## src/rtl/adder_scheduler_if.sv

```systemverilog
// ---------------------------------------------------------------------------
// adder_scheduler_if
//   Bundle of every request, adder and response signal around the
//   two-client adder scheduler.
//
//   Request side  : req0/a0/b0, req1/a1/b1 in, gnt0/gnt1 pulses out.
//   Adder side    : add_a/add_b out to the shared adder, add_sum/add_cout back.
//   Response side : result/result_id/result_valid out, rsp_ready in.
//   Status        : busy is high whenever the scheduler is not idle.
//
//   Response handshake: a response transfers on a rising edge where
//   result_valid and rsp_ready are both 1. Once result_valid rises, the
//   result and result_id do not change until that transfer. rsp_ready
//   has no effect while result_valid is 0.
//
//   slave  : the scheduler.
//   master : the surrounding clients, the adder and the response consumer.
// ---------------------------------------------------------------------------
interface adder_scheduler_if #(
    parameter int WIDTH = 8
);
    logic             req0;
    logic [WIDTH-1:0] a0;
    logic [WIDTH-1:0] b0;
    logic             req1;
    logic [WIDTH-1:0] a1;
    logic [WIDTH-1:0] b1;
    logic             gnt0;
    logic             gnt1;
    logic [WIDTH-1:0] add_a;
    logic [WIDTH-1:0] add_b;
    logic [WIDTH-1:0] add_sum;
    logic             add_cout;
    logic [WIDTH:0]   result;
    logic             result_id;
    logic             result_valid;
    logic             rsp_ready;
    logic             busy;

    modport slave (
        input  req0, a0, b0, req1, a1, b1,
        input  add_sum, add_cout, rsp_ready,
        output gnt0, gnt1, add_a, add_b,
        output result, result_id, result_valid, busy
    );

    modport master (
        output req0, a0, b0, req1, a1, b1,
        output add_sum, add_cout, rsp_ready,
        input  gnt0, gnt1, add_a, add_b,
        input  result, result_id, result_valid, busy
    );
endinterface

```

## src/rtl/adder_scheduler.sv

```systemverilog
// ---------------------------------------------------------------------------
// adder_scheduler
//   Round-robin scheduler that lets two clients share one combinational
//   adder. In IDLE the winning client's operands are latched into add_a/
//   add_b, one cycle later {add_cout, add_sum} is captured into result,
//   and the result is held until the consumer accepts it.
//
//   Ports:
//     clk      rising-edge clock
//     rst      asynchronous active-low reset
//     bus      adder_scheduler_if.slave (requests, adder, response, busy)
//     state_o  current FSM state for debug (IDLE=0, EXEC=1, DONE=2)
// ---------------------------------------------------------------------------
module adder_scheduler #(
    parameter int WIDTH = 8
) (
    input  logic                clk,
    input  logic                rst,
    adder_scheduler_if.slave    bus,
    output logic [1:0]          state_o
);

    typedef enum logic [1:0] {
        IDLE = 2'd0,
        EXEC = 2'd1,
        DONE = 2'd2
    } state_t;

    state_t           state_q;
    logic             gnt0_q;
    logic             gnt1_q;
    logic [WIDTH-1:0] add_a_q;
    logic [WIDTH-1:0] add_b_q;
    logic [WIDTH:0]   result_q;
    logic             result_id_q;
    logic             result_valid_q;
    logic             last_grant_q;

    logic             winner_d;
    logic [WIDTH-1:0] win_a_d;
    logic [WIDTH-1:0] win_b_d;

    // A lone requester wins outright; under contention the requester that
    // was not granted last wins. Only meaningful when some req is high.
    always_comb begin
        winner_d = 1'b0;
        if (bus.req0 && bus.req1) begin
            winner_d = ~last_grant_q;
        end else begin
            winner_d = bus.req1;
        end
        win_a_d = winner_d ? bus.a1 : bus.a0;
        win_b_d = winner_d ? bus.b1 : bus.b0;
    end

    always_ff @(posedge clk or negedge rst) begin
        if (!rst) begin
            state_q        <= IDLE;
            gnt0_q         <= 1'b0;
            gnt1_q         <= 1'b0;
            add_a_q        <= '0;
            add_b_q        <= '0;
            result_q       <= '0;
            result_id_q    <= 1'b0;
            result_valid_q <= 1'b0;
            // Pretend requester 1 was served last so 0 wins first contention.
            last_grant_q   <= 1'b1;
        end else begin
            case (state_q)
                IDLE: begin
                    if (bus.req0 || bus.req1) begin
                        gnt0_q       <= ~winner_d;
                        gnt1_q       <= winner_d;
                        add_a_q      <= win_a_d;
                        add_b_q      <= win_b_d;
                        result_id_q  <= winner_d;
                        last_grant_q <= winner_d;
                        state_q      <= EXEC;
                    end
                end
                EXEC: begin
                    // add_a/add_b were registered last edge, so the adder
                    // has had a full period to settle.
                    gnt0_q         <= 1'b0;
                    gnt1_q         <= 1'b0;
                    result_q       <= {bus.add_cout, bus.add_sum};
                    result_valid_q <= 1'b1;
                    state_q        <= DONE;
                end
                DONE: begin
                    if (bus.rsp_ready) begin
                        result_valid_q <= 1'b0;
                        state_q        <= IDLE;
                    end
                end
                default: begin
                    gnt0_q         <= 1'b0;
                    gnt1_q         <= 1'b0;
                    result_valid_q <= 1'b0;
                    state_q        <= IDLE;
                end
            endcase
        end
    end

    assign bus.gnt0         = gnt0_q;
    assign bus.gnt1         = gnt1_q;
    assign bus.add_a        = add_a_q;
    assign bus.add_b        = add_b_q;
    assign bus.result       = result_q;
    assign bus.result_id    = result_id_q;
    assign bus.result_valid = result_valid_q;
    assign bus.busy         = (state_q != IDLE);
    assign state_o          = state_q;

endmodule

```

## src/flat_wrapper.sv

```systemverilog
// flat-port wrapper written by rule: the top's interface ports become plain ports
module adder_scheduler_flat 
#(
    parameter int WIDTH = 8
)
  (clk, rst, state_o, bus_req0, bus_a0, bus_b0, bus_req1, bus_a1, bus_b1, bus_add_sum, bus_add_cout, bus_rsp_ready, bus_gnt0, bus_gnt1, bus_add_a, bus_add_b, bus_result, bus_result_id, bus_result_valid, bus_busy);
  adder_scheduler_if #(.WIDTH(WIDTH)) bus_i ();
  input  logic clk;
  input  logic rst;
  output logic [1:0] state_o;
  input wire logic [$bits(bus_i.req0)-1:0] bus_req0;
  input wire logic [$bits(bus_i.a0)-1:0] bus_a0;
  input wire logic [$bits(bus_i.b0)-1:0] bus_b0;
  input wire logic [$bits(bus_i.req1)-1:0] bus_req1;
  input wire logic [$bits(bus_i.a1)-1:0] bus_a1;
  input wire logic [$bits(bus_i.b1)-1:0] bus_b1;
  input wire logic [$bits(bus_i.add_sum)-1:0] bus_add_sum;
  input wire logic [$bits(bus_i.add_cout)-1:0] bus_add_cout;
  input wire logic [$bits(bus_i.rsp_ready)-1:0] bus_rsp_ready;
  output wire logic [$bits(bus_i.gnt0)-1:0] bus_gnt0;
  output wire logic [$bits(bus_i.gnt1)-1:0] bus_gnt1;
  output wire logic [$bits(bus_i.add_a)-1:0] bus_add_a;
  output wire logic [$bits(bus_i.add_b)-1:0] bus_add_b;
  output wire logic [$bits(bus_i.result)-1:0] bus_result;
  output wire logic [$bits(bus_i.result_id)-1:0] bus_result_id;
  output wire logic [$bits(bus_i.result_valid)-1:0] bus_result_valid;
  output wire logic [$bits(bus_i.busy)-1:0] bus_busy;
  assign bus_i.req0 = bus_req0;
  assign bus_i.a0 = bus_a0;
  assign bus_i.b0 = bus_b0;
  assign bus_i.req1 = bus_req1;
  assign bus_i.a1 = bus_a1;
  assign bus_i.b1 = bus_b1;
  assign bus_i.add_sum = bus_add_sum;
  assign bus_i.add_cout = bus_add_cout;
  assign bus_i.rsp_ready = bus_rsp_ready;
  assign bus_gnt0 = bus_i.gnt0;
  assign bus_gnt1 = bus_i.gnt1;
  assign bus_add_a = bus_i.add_a;
  assign bus_add_b = bus_i.add_b;
  assign bus_result = bus_i.result;
  assign bus_result_id = bus_i.result_id;
  assign bus_result_valid = bus_i.result_valid;
  assign bus_busy = bus_i.busy;
  adder_scheduler #(.WIDTH(WIDTH)) u_core (.clk(clk), .rst(rst), .bus(bus_i), .state_o(state_o));
endmodule
```

## config.mk

```make
export PLATFORM = sky130hd
export DESIGN_NAME = adder_scheduler_flat
export DESIGN_NICKNAME = d
export VERILOG_FILES = /design/src/rtl/adder_scheduler_if.sv /design/src/rtl/adder_scheduler.sv /design/src/flat_wrapper.sv
export SDC_FILE = /design/constraint.sdc
export NUM_CORES = 1
export LEC_CHECK = 0
export ABC_CLOCK_PERIOD_IN_PS = 1940
export BUFFER_PORTS_ARGS = -buffer_cell sky130_fd_sc_hd__buf_2
export CORE_ASPECT_RATIO = 0.5
export CORE_UTILIZATION = 44
export CTS_CLUSTER_DIAMETER = 60
export CTS_CLUSTER_SIZE = 12
export DETAILED_ROUTE_END_ITERATION = 10
export MAX_ROUTING_LAYER = met4
export PLACE_DENSITY_LB_ADDON = 0.3
export SETUP_SLACK_MARGIN = 0.05
export SLEW_MARGIN = 20
export SYNTH_ARGS = -nofsm -noshare
export SYNTH_HDL_FRONTEND = slang
export SYNTH_SLANG_ARGS = --single-unit
```

## constraint.sdc

```tcl
create_clock -name clk -period 1.94 [get_ports clk]
set_clock_uncertainty 0.1 [all_clocks]
set_input_delay 0 -clock clk [delete_from_list [all_inputs] [get_ports clk]]
set_output_delay 0 -clock clk [all_outputs]
set_load 0.02 [all_outputs]
```

Word-level counts from Yosys, hierarchy flattened
Index checks and enable logic that the tools add are counted.
{"block": "op_classes", "eq_ne": 4, "mux": 12, "n_bitwise": 4, "reduce_logical": 8}
{"cell": "two-way mux 8 bit", "n": 2}
{"cell": "AND reduction 2 bit", "n": 4}
{"cell": "case mux 2 bit (3 select lines)", "n": 1}
{"cell": "two-way mux 1 bit", "n": 4}
{"cell": "two-way mux 2 bit", "n": 2}
{"cell": "NOT 1 bit", "n": 4}
{"cell": "case mux 1 bit (2 select lines)", "n": 2}
{"cell": "case mux 1 bit (3 select lines)", "n": 1}
{"cell": "== test 2 x 1 -> 1 bit, second input constant", "n": 1}
{"cell": "== test 2 bit, second input constant", "n": 1}
{"cell": "zero test 2 bit", "n": 1}
{"cell": "inequality test 2 x 1 -> 1 bit, second input constant", "n": 1}
{"cell": "inequality test 2 bit, second input constant", "n": 1}
{"cell": "nonzero test 2 bit", "n": 1}
{"cell": "logical AND 1 bit", "n": 1}
{"cell": "logical OR 1 bit", "n": 1}
{"block": "word_totals", "ff_bits": 32, "output_inout_bits": 32}

Logic depth before layout (Yosys ltp)
{"block": "logic_depth", "depth_word": 5, "depth_mapped": 6, "mapped_depth_nobuf": 3}

Worst setup path before layout
No wires, ideal clock.
{"block": "synth_path", "kind": "register -> register", "startpoint": "register u_core.state_q[0] (netlist: u_core.state_o[0])", "endpoint": "register u_core.add_a_q[5] (netlist: u_core.bus.add_a[5])", "setup_time_ns": 0.127, "t_arrival_ns": 1.420, "required_ns": 1.713, "slack_ns": 0.293, "path_stages_with_launch": 6, "n_path_buf": 2, "path_cell_list": "dfrtp_1 -> buf_4 -> nor2_1 -> o21ai_2 -> buf_2 -> a221o_2"}
{"block": "synth_between", "elab_chain_cells": 2}
{"item": "from (decl)", "line_no": "adder_scheduler.sv:29", "rtl": "state_t state_q;"}
{"item": "from (signal assigned)", "line_no": "adder_scheduler.sv:58", "rtl": "state_q <= IDLE;"}
{"item": "from (signal assigned)", "line_no": "adder_scheduler.sv:78", "rtl": "state_q <= EXEC;"}
{"item": "from (signal assigned)", "line_no": "adder_scheduler.sv:88", "rtl": "state_q <= DONE;"}
{"item": "zero test 2 bit", "line_no": "adder_scheduler.sv:69", "rtl": "case (state_q)"}
{"item": "AND reduction 2 bit (no source line)"}
{"item": "to (signal assigned)", "line_no": "adder_scheduler.sv:74", "rtl": "add_a_q <= win_a_d;"}
{"item": "to (decl)", "line_no": "adder_scheduler.sv:32", "rtl": "logic [WIDTH-1:0] add_a_q;"}
No other way between the ends.
A chain may end at the register's enable or synchronous reset.

Final worst setup path
{"block": "layout_path", "startpoint": "register u_core.state_q[1] (netlist: u_core.state_o[1])", "endpoint": "register u_core.add_a_q[1] (netlist: u_core.bus.add_a[1])"}
Same word-level chain as after synthesis.

==> impl_metrics.py <==
metrics = {
    "status": {
        "run_status": "completed",
    },
    "floorplan": {
        "placementRows": 14,
        "chipHeight_um": 42.2,
        "core_um2": 3030,
        "io_pins": 78,
        "start_util": 0.468,
        "die_area_um2": 3470,
        "die_width_um": 82.3,
    },
    "logic_synthesis": {
        "synth_fa_ha_area_frac": 0,
        "synthMuxAreaShare": 0.0794,
        "synth_area_um2": 1420,
        "synthCells": 105,
        "ys_seq_area_frac": 0.565,
        "yosys_register_bits": 32,
        "synth_fp_nets": 151,
        "synthSimpleGateAreaFrac": 0.131,
        "synth_xor_area_frac": 0,
        "synth_top_family_by_area": "compound AO/OA/AOI/OAI gates",
        "synth_cell_types": 26,
        "yosys_warnings": 0,
        "synth_compound_area_frac": 0.167,
        "avgSynthCellArea_um2": 13.5,
    },
    "timing": {
        "fmax_mhz": 580,
        "finalCritPeriodShare": 0.888,
        "maxSlewViolCount": 0,
        "final_hold_viol_count": 0,
        "maxSlewHeadroom": 0.500,
        "rsz0062_at_grt": "false",
        "fin_setup_tns_ns": 0,
        "setup_violations": 0,
        "worst_slack_ns": 0.217,
        "tightestPinTransition_ns": 0.750,
        "period_needed_ns": 1.72,
    },
    "detailed_routing": {
        "drt_first_iter_violations": 53,
        "ant_nets": 0,
        "wl_per_cell_um": 14.3,
        "num_vias": 1336,
        "avgViaCountPerCell": 5.00,
        "drtPass1Iterations": 4,
        "drcViolationCount": 0,
        "wirelength_mm": 3.83,
    },
    "power_and_ir_drop": {
        "p_per_area_nw_per_um2": 1470,
        "power_uw": 3420,
        "p_leak_uw": 0.00120,
        "irDropWorstVdd_v": 0.000849,
    },
    "worst_setup_path": {
        "worstPathMaxFanout": 16,
        "cp-start-kind": "register",
        "crit_type": "register to register",
        "arrival_ns": 1.83,
        "cp.required_ns": 2.05,
        "cp-end-kind": "register",
    },
    "final_layout": {
        "num-nets-final": 272,
        "fillers": 215,
        "syn_to_final_growth_pct": 64.0,
        "final_cell_mix": "77 x buf_2, 45 x dlygate4sd3_1, 31 x dfrtp_1",
        "stdcell_count": 267,
        "final_layout_size_suffix_gt1_frac": 0.502,
        "layout_commonest_cell": "buf_2",
        "insertedDiodeCount": 0,
    },
    "place": {
        "port-buffer-count": 77,
        "place_congestion": 0.783,
        "dpl.cell_count": 214,
        "dp_hpwl_mm": 2.14,
        "dp_slack_ns": 0.248,
    },
    "clock_network": {
        "clkSlewWorstSetupHoldPaths_ns": 0.06,
        "clk_latency_ns": 0.27,
        "cts_max_level": 2,
        "postCtsResizedCells": 0,
        "cts_sinks": 32,
        "post_cts_buffers": 0,
        "cts_tree": "built",
        "cts_buffers": 5,
        "cts_hold_buf": 45,
        "clockBufferDepth": 2,
        "root_buffer": "clkbuf_8",
    },
    "job": {
        "maxCapViolCount": 0,
    },
    "global_route": {
        "grt_max_degree": 33,
        "grt-ovfl-total": 0,
        "grt_pass1_vias": 1317,
        "grt_pass1_wl_mm": 5.86,
        "track_usage": 0.242,
        "antenna_found_initial": 0,
    },
    "worst_hold_path": {
        "hold_class": "input pin to asynchronous set/reset pin",
    },
}
==> final cells by class <==
cell class,count,area [µm²],share of cell area
well taps,40,50.0,0.0215
clock buffers,8,90.1,0.0387
flip-flops and latches,32,802,0.345
repair buffers,122,836,0.359
multi-input cells,61,534,0.230
inverters,4,15.0,0.00645
==> cell families (layout without fill, tap and decap cells) <==
| kind of cell | count (synthesis) | count (layout) |
|---|---|---|
| buffers and inverters | 12 | 134 |
| muxes | 10 | 10 |
| and+or+nand+nor | 26 | 26 |
| DFF | 32 | 32 |
| AOI/OAI and AO/OA | 25 | 25 |
==> worst paths after layout <==
check,from,to,slack (ns),cells after the start
hold reg to reg,u_core.bus.result_valid$_DFFE_PN0P_,u_core.bus.result_valid$_DFFE_PN0P_,0.39,1
max in group asynchronous,rst,u_core.bus.add_b[1]$_DFFE_PN0P_,1.10,2
min in group clk,bus_b0[5],u_core.bus.add_b[5]$_DFFE_PN0P_,0.39,3
setup / recovery,u_core.state_o[1]$_DFFE_PN0P_,u_core.bus.add_a[1]$_DFFE_PN0P_,0.22,3
setup reg to reg,u_core.state_o[1]$_DFFE_PN0P_,u_core.bus.add_a[1]$_DFFE_PN0P_,0.22,3
hold / removal,rst,u_core.bus.result[4]$_DFFE_PN0P_,0.20,2
==> power by group <==
part           switching [µW]  leakage (µW)  internal (µW)
clock                     216     0.0000455            289
combinational             911      0.000768            769
sequential                224      0.000387           1010
==> worst max-delay path: stages, from the launching register on <==
cell and delay (ns):
dfrtp_1 0.49, or3b_4 0.47, nor2b_4 0.36, a221o_2 0.23
==> flip-flops by register name (all words and copies together), names as in the netlist <==
register and count:
u_core.bus.gnt0 1, u_core.bus.add_a 8, u_core.bus.gnt1 1, u_core.state_o 2
u_core.bus.result 9, u_core.bus.add_b 8, u_core.bus.result_valid 1, u_core.last_grant_q 1
u_core.bus.result_id 1
==> metal layers <==
metal	track usage	wire, µm
met1	0.279	1640
met2	0.421	1970
met3	0.0478	166
met4	0.0807	44
met5	-	0
==> metrics by stage <==
step	utilization	instance area, µm²	hold slack, ns
after floorplan	-	1420	-0.396
after global placement	0.590	1790	-0.0237
after detailed placement	0.590	1790	-0.0180
after CTS	0.768	2330	0.231
after global routing	0.768	2330	0.274
final	0.768	2330	0.200
==> synthesized netlist by cell type, drive strengths merged <==
| master | count | area (µm²) |
|---|---|---|
| a21oi | 2 | 10.0 |
| a22o | 1 | 10.0 |
| dfstp | 1 | 26.3 |
| and3 | 16 | 100 |
| nand2 | 1 | 3.75 |
| or3b | 1 | 11.3 |
| nand3b | 2 | 15.0 |
| mux2 | 10 | 113 |
| buf | 6 | 60.1 |
| nor2 | 2 | 7.51 |
| and2b | 1 | 8.76 |
| o21a | 1 | 7.51 |
| dfrtp | 31 | 776 |
| nand2b | 1 | 6.26 |
| inv | 4 | 15.0 |
| o21ai | 4 | 23.8 |
| a21o | 1 | 8.76 |
| nor3b | 1 | 18.8 |
| nor2b | 1 | 13.8 |
| a221o | 16 | 176 |
| clkbuf | 2 | 7.51 |
Power figures use the tool's default switching activity.
